### src/rtl/uart_rx_deframer.sv
// uart_rx_deframer: UART receive deframer behind the RX de-glitch filter.
// It detects the start edge on the oversample enable and samples each bit
// at mid-period. It checks parity and stop, then presents each character on
// a one-entry valid/ready register with error flags and an overrun pulse.
module uart_rx_deframer #(
  parameter int OVERSAMPLE = 16,
  parameter int DATA_BITS  = 8,
  parameter int PARITY     = 0
) (
  input  logic                 clk,
  input  logic                 rst_n,
  input  logic                 samp_clk,
  input  logic                 rx,
  output logic [DATA_BITS-1:0] data,
  output logic                 valid,
  input  logic                 ready,
  output logic                 frame_err,
  output logic                 parity_err,
  output logic                 overrun
);

  localparam int CNT_W = $clog2(OVERSAMPLE);
  localparam int IDX_W = $clog2(DATA_BITS + 1);

  // Tick count at which a data/parity/stop sample falls (one bit-time apart).
  localparam logic [CNT_W-1:0] CNT_LAST = CNT_W'(OVERSAMPLE - 1);
  // Tick count in START after which the next tick is the start-bit mid-point.
  localparam logic [CNT_W-1:0] CNT_HALF = CNT_W'(OVERSAMPLE / 2 - 1);
  localparam logic [IDX_W-1:0] IDX_LAST = IDX_W'(DATA_BITS - 1);

  typedef enum logic [2:0] {
    S_IDLE,
    S_START,
    S_DATA,
    S_PAR,
    S_STOP
  } state_t;

  // Receive side state
  state_t                 state_q, state_d;
  logic                   prev_q, prev_d;
  logic [CNT_W-1:0]       tick_cnt_q, tick_cnt_d;
  logic [IDX_W-1:0]       bit_idx_q, bit_idx_d;
  logic [DATA_BITS-1:0]   shift_q, shift_d;
  logic                   par_err_q, par_err_d;

  // Output register state
  logic [DATA_BITS-1:0]   data_q, data_d;
  logic                   valid_q, valid_d;
  logic                   frame_err_q, frame_err_d;
  logic                   parity_err_q, parity_err_d;
  logic                   overrun_q, overrun_d;

  // Handoff from the receive FSM to the output register
  logic                   char_done;
  logic                   stop_err;

  // Shared tick-counter helpers for the bit-period states
  logic                   sample_pt;
  logic [CNT_W-1:0]       tick_next;

  assign sample_pt = (tick_cnt_q == CNT_LAST);
  assign tick_next = sample_pt ? '0 : tick_cnt_q + 1'b1;

  // Receive FSM: start detect, mid-bit sampling, parity and stop checks.
  always_comb begin
    // NOTE: every signal written here gets a default first, so no path can
    // leave one unassigned and infer a latch.
    state_d    = state_q;
    prev_d     = prev_q;
    tick_cnt_d = tick_cnt_q;
    bit_idx_d  = bit_idx_q;
    shift_d    = shift_q;
    par_err_d  = par_err_q;
    char_done  = 1'b0;
    stop_err   = 1'b0;

    if (samp_clk) begin
      prev_d = rx;
      unique case (state_q)
        S_IDLE: begin
          // Only a genuine high-to-low transition starts a frame, so a line
          // held low (break) must go high again before the next start.
          if (!rx && prev_q) begin
            state_d    = S_START;
            tick_cnt_d = '0;
          end
        end

        S_START: begin
          if (tick_cnt_q == CNT_HALF) begin
            tick_cnt_d = '0;
            if (rx) begin
              state_d = S_IDLE;          // glitch, not a real start bit
            end else begin
              state_d   = S_DATA;
              bit_idx_d = '0;
            end
          end else begin
            tick_cnt_d = tick_cnt_q + 1'b1;
          end
        end

        S_DATA: begin
          tick_cnt_d = tick_next;
          if (sample_pt) begin
            for (int i = 0; i < DATA_BITS; i++) begin
              if (bit_idx_q == IDX_W'(i)) shift_d[i] = rx;
            end
            bit_idx_d = bit_idx_q + 1'b1;
            if (bit_idx_q == IDX_LAST) begin
              state_d = (PARITY != 0) ? S_PAR : S_STOP;
            end
          end
        end

        S_PAR: begin
          tick_cnt_d = tick_next;
          if (sample_pt) begin
            // Odd parity expects the data plus parity bit to XOR to 1.
            par_err_d = (((^shift_q) ^ rx) != (PARITY == 1));
            state_d   = S_STOP;
          end
        end

        S_STOP: begin
          tick_cnt_d = tick_next;
          if (sample_pt) begin
            char_done = 1'b1;
            stop_err  = ~rx;
            state_d   = S_IDLE;          // ready for a back-to-back start
          end
        end

        default: state_d = S_IDLE;
      endcase
    end
  end

  // Output register: load a finished character or drop it as an overrun,
  // and retire the held character on a handshake.
  always_comb begin
    data_d       = data_q;
    valid_d      = valid_q;
    frame_err_d  = frame_err_q;
    parity_err_d = parity_err_q;
    overrun_d    = 1'b0;

    if (char_done) begin
      // A handshake on the same edge frees the slot, so no bubble is needed.
      if (!valid_q || ready) begin
        data_d       = shift_q;
        valid_d      = 1'b1;
        frame_err_d  = stop_err;
        parity_err_d = (PARITY != 0) ? par_err_q : 1'b0;
      end else begin
        overrun_d = 1'b1;
      end
    end else if (valid_q && ready) begin
      valid_d = 1'b0;
    end
  end

  // State registers; reset discards any partially received frame.
  always_ff @(posedge clk or negedge rst_n) begin
    if (!rst_n) begin
      state_q      <= S_IDLE;
      prev_q       <= 1'b1;
      tick_cnt_q   <= '0;
      bit_idx_q    <= '0;
      shift_q      <= '0;
      par_err_q    <= 1'b0;
      data_q       <= '0;
      valid_q      <= 1'b0;
      frame_err_q  <= 1'b0;
      parity_err_q <= 1'b0;
      overrun_q    <= 1'b0;
    end else begin
      // NOTE: non-blocking assignments make every flop update from the
      // pre-edge values, independent of statement order.
      state_q      <= state_d;
      prev_q       <= prev_d;
      tick_cnt_q   <= tick_cnt_d;
      bit_idx_q    <= bit_idx_d;
      shift_q      <= shift_d;
      par_err_q    <= par_err_d;
      data_q       <= data_d;
      valid_q      <= valid_d;
      frame_err_q  <= frame_err_d;
      parity_err_q <= parity_err_d;
      overrun_q    <= overrun_d;
    end
  end

  assign data       = data_q;
  assign valid      = valid_q;
  assign frame_err  = frame_err_q;
  assign parity_err = parity_err_q;
  assign overrun    = overrun_q;

endmodule

### config.mk
export PLATFORM = sky130hd
export DESIGN_NAME = uart_rx_deframer
export DESIGN_NICKNAME = d
export VERILOG_FILES = /design/src/rtl/uart_rx_deframer.sv
export SDC_FILE = /design/constraint.sdc
export NUM_CORES = 1
export LEC_CHECK = 0
export ABC_AREA = 1
export CAP_MARGIN = 25
export CORE_MARGIN = 3
export CORE_UTILIZATION = 45
export DETAILED_ROUTE_END_ITERATION = 12
export PLACE_DENSITY = 0.67
export SLEW_MARGIN = 20
export SYNTH_ARGS = -nofsm -noshare
export SYNTH_HDL_FRONTEND = slang
export SYNTH_SLANG_ARGS = --single-unit
### constraint.sdc
create_clock -name clk -period 2.3 [get_ports clk]
set_clock_uncertainty 0.2 [all_clocks]
set_input_delay 0.46 -clock clk [delete_from_list [all_inputs] [get_ports clk]]
set_output_delay 0.46 -clock clk [all_outputs]
set_load 0.03 [all_outputs]
==> key figures <==
Hold path
  • HP Class: flop to flop
  • Worst Hold Depth: 2

Drt
  • Via count: 1337
  • Total Wirelength: 3230 µm
  • Starting DRT DRC Count: 69
  • Vias per inst: 4.81
  • Met3 wire len: 130 µm
  • Pre-antenna DRT Iters: 4
  • Wire length per cell: 11.6 µm
  • Met2 wire len: 1400 µm
  • Residual DRC: 0
  • Highest metal used: met4
  • Post-DRT Antenna Nets: 0
  • Metal-1 WL: 1650 µm

Synthesis
  • Yosys warnings: 0
  • Post-synthesis cell type count: 26
  • Dominant cell type by area after synthesis: dfrtp_1
  • Share of the yosys chip area belonging to registers: 44.7%
  • Top cell type's share of synthesized area: 43.2%
  • Synth Instances: 210
  • Syn Nets: 220
  • Syn Area/Cell: 8.28 µm²
  • Top cells by area, synth: dfrtp_1 43%, nand2_1 11%, nand3_1 5.5%, inv_1 4.8%, o21ai_2 4.5%
  • Register bit total from synthesis: 31
  • Netlist Area Pre-Place: 1740 µm²

Timing
  • Final-report hold violation count: 0
  • Unrepaired setup endpoints after global routing: no
  • Fin crit share: 85.8%
  • Fmax: 0.507 GHz
  • Final setup TNS: 0 ns
  • Setup Viol. Count Final: 0
  • Max-slew violation count: 0
  • Setup slack after layout: 0.327 ns
  • Tmin final: 1.97 ns

Cells and area
  • Synthesis-to-finish area growth: 17.8%
  • NumNets Final: 241
  • Share of layout cells above drive strength 1: 20.3%
  • Finished Layout Cells: 278
  • Design area: 2050 µm²
  • Fillers: 339
  • Seq. cell area: 777 µm²
  • Final core occ: 58.1%
  • Multi-input gate area: 805 µm²
  • Commonest non-fill, non-tap cell in the layout: nand2_1
  • Most frequent cells in the layout: 51 x nand2_1, 30 x dfrtp_1, 22 x inv_1
  • Diode count: 0

GRT
  • Initial antenna violation count: 0
  • Gr usage total: 16.4%
  • Vias in the first global route: 1262
  • Overflow after GRT: 0
  • Largest net degree at the start of global routing: 32
  • First-pass GRT wire length: 5620 µm

CTS
  • Post-CTS Resized: 0
  • CTS tree: yes
  • Root Buffer: clkbuf_8
  • Clk slew on worst S/H paths: 0.07 ns
  • Hold Buf Count CTS: 0
  • Insertion delay to the later sink of the worst-skew pair: 0.28 ns
  • CTS max path bufs: 2
  • Sink Count: 31
  • H-tree Lvls: 2
  • Setup bufs post-CTS: 0
  • CTS Buf Count: 5

Floorplanning
  • # IOs: 17
  • Die X: 68.1 µm
  • Initial Utilization: 49.4%
  • Core Box Area: 3520 µm²
  • Die area: 4640 µm²
  • Die Height: 68.1 µm
  • Cell Rows: 21

Critical path
  • FF-to-FF setup slack: 0.49 ns
  • Critical path fanouts, max: 2
  • Worst Setup EP: data[6]
  • Arrival @ worst endpoint: 1.31 ns
  • Cell Chain, Critical Path: clkdlybuf4s50_1
  • Worst Path Required: 1.64 ns
  • CP peak stage delay: 0.67 ns
  • Instance count on the critical path: 1
  • R2r startpoint: state_q[2]
  • Worst setup SP type: flop
  • Reg2reg end: state_q[0]
  • Reg2Reg Depth: 10
  • Setup Crit Path Kind: flop to output pin
  • Endpoint class of the critical path: output pin
  • Critical Path Source: data[6]
  • Top Family by Delay on Critical Path: buffers and inverters
  • Crit path buffers/inverters: 1
  • Slowest CP cell: clkdlybuf4s50_1

Flow run
  • Max-Cap Viols: 0

Place
  • Post-Place Worst Slack: 0.187 ns
  • Post-DP HPWL: 2390 µm
  • Port Buf Inserts: 15
  • DP Cell Count: 270
  • Placer Congestion: 0.848
  • Post-DP Area: 1930 µm²

Power
  • Flop pwr share: 38.2%
  • Comb power frac: 31.0%
  • P_int: 1.13 mW
  • Static leakage: 0.934 nW
  • Clk pwr share: 30.8%
  • Sw Ratio: 37.6%
  • Pwr Density: 888 nW/µm²
  • Worst vdd ir: 0.651 mV
  • Sw Pwr: 0.684 mW

Run status
  • Status: finished clean
## layout make-up
cell class              count  share of cell area (%)
multi-input cells         146                    39.3
repair buffers             19                    8.80
flip-flops and latches     31                    38.0
inverters                  28                    5.38
clock buffers               6                    4.03
clock inverters             2                    1.71
well taps                  46                    2.81
## routing by layer
| metal | global-route usage, % | up-vias |
|---|---|---|
| li1 | - | 710 |
| met1 | 22.2 | 598 |
| met2 | 24.3 | 22 |
| met3 | 4.27 | 7 |
| met4 | 7.94 | 0 |
| met5 | 0 | - |
## flip-flops by register name, indices dropped and copies added (netlist names)
| signal | count |
|---|---|
| valid | 1 |
| data | 8 |
| tick_cnt_q | 4 |
| shift_q | 8 |
| state_q | 3 |
| prev_q | 1 |
| bit_idx_q | 4 |
| overrun | 1 |
| frame_err | 1 |
## cells in the mapped netlist (all sizes together)
master and n:
buf 5, conb 1, nor3 2, xnor2 1, o21ai 26, dfrtp 30, nand3 23, ha 5
nand2 58, inv 27, nor2 22, xor2 1, nand4 7, clkinv 1, dfstp 1
## worst min path at each step
stage	start	endpoint	slack (ns)
after floorplan	rst_n	bit_idx_q[0]	-0.04
after global routing	data[2]	data[2]	0.32
after detailed placement	data[7]	data[7]	0.27
final	data[7]	data[7]	0.29
after CTS	data[7]	data[7]	0.29
after global placement	data[0]	data[0]	0.27
## power by group through the flow
stage,Clock (mW),Combinational (mW),Sequential [mW]
global placement,0,0.555,0.703
CTS,0.568,0.569,0.693
global route,0.591,0.651,0.706
floorplan,0,0.508,0.649
detailed placement,0,0.561,0.704
finish,0.559,0.564,0.694
## worst min-delay path, stage by stage, from the launching register on
cell and delay [ns]:
dfrtp_1 0.36, nand2_2 0.06, o21ai_2 0.04
## through the flow
step                power, mW  hold WS (ns)
floorplan                1.16       -0.0356
global placement         1.26         0.267
detailed placement       1.27         0.273
CTS                      1.83         0.290
global route             1.95         0.318
finish                   1.82         0.286
## kinds of logic (layout without fill, tap and decap cells)
logic type      after synthesis  in the layout  share of synthesized area (%)
compound gates               26             26                           9.43
xor+xnor                      2              2                           1.01
fa+ha+maj                     5              5                           3.60
buf+inv                      33             55                           9.00
flops                        31             31                           44.7
other cells                   1              1                          0.216
simple gates                112            112                           32.0
(Power assumes the default switching activity.)
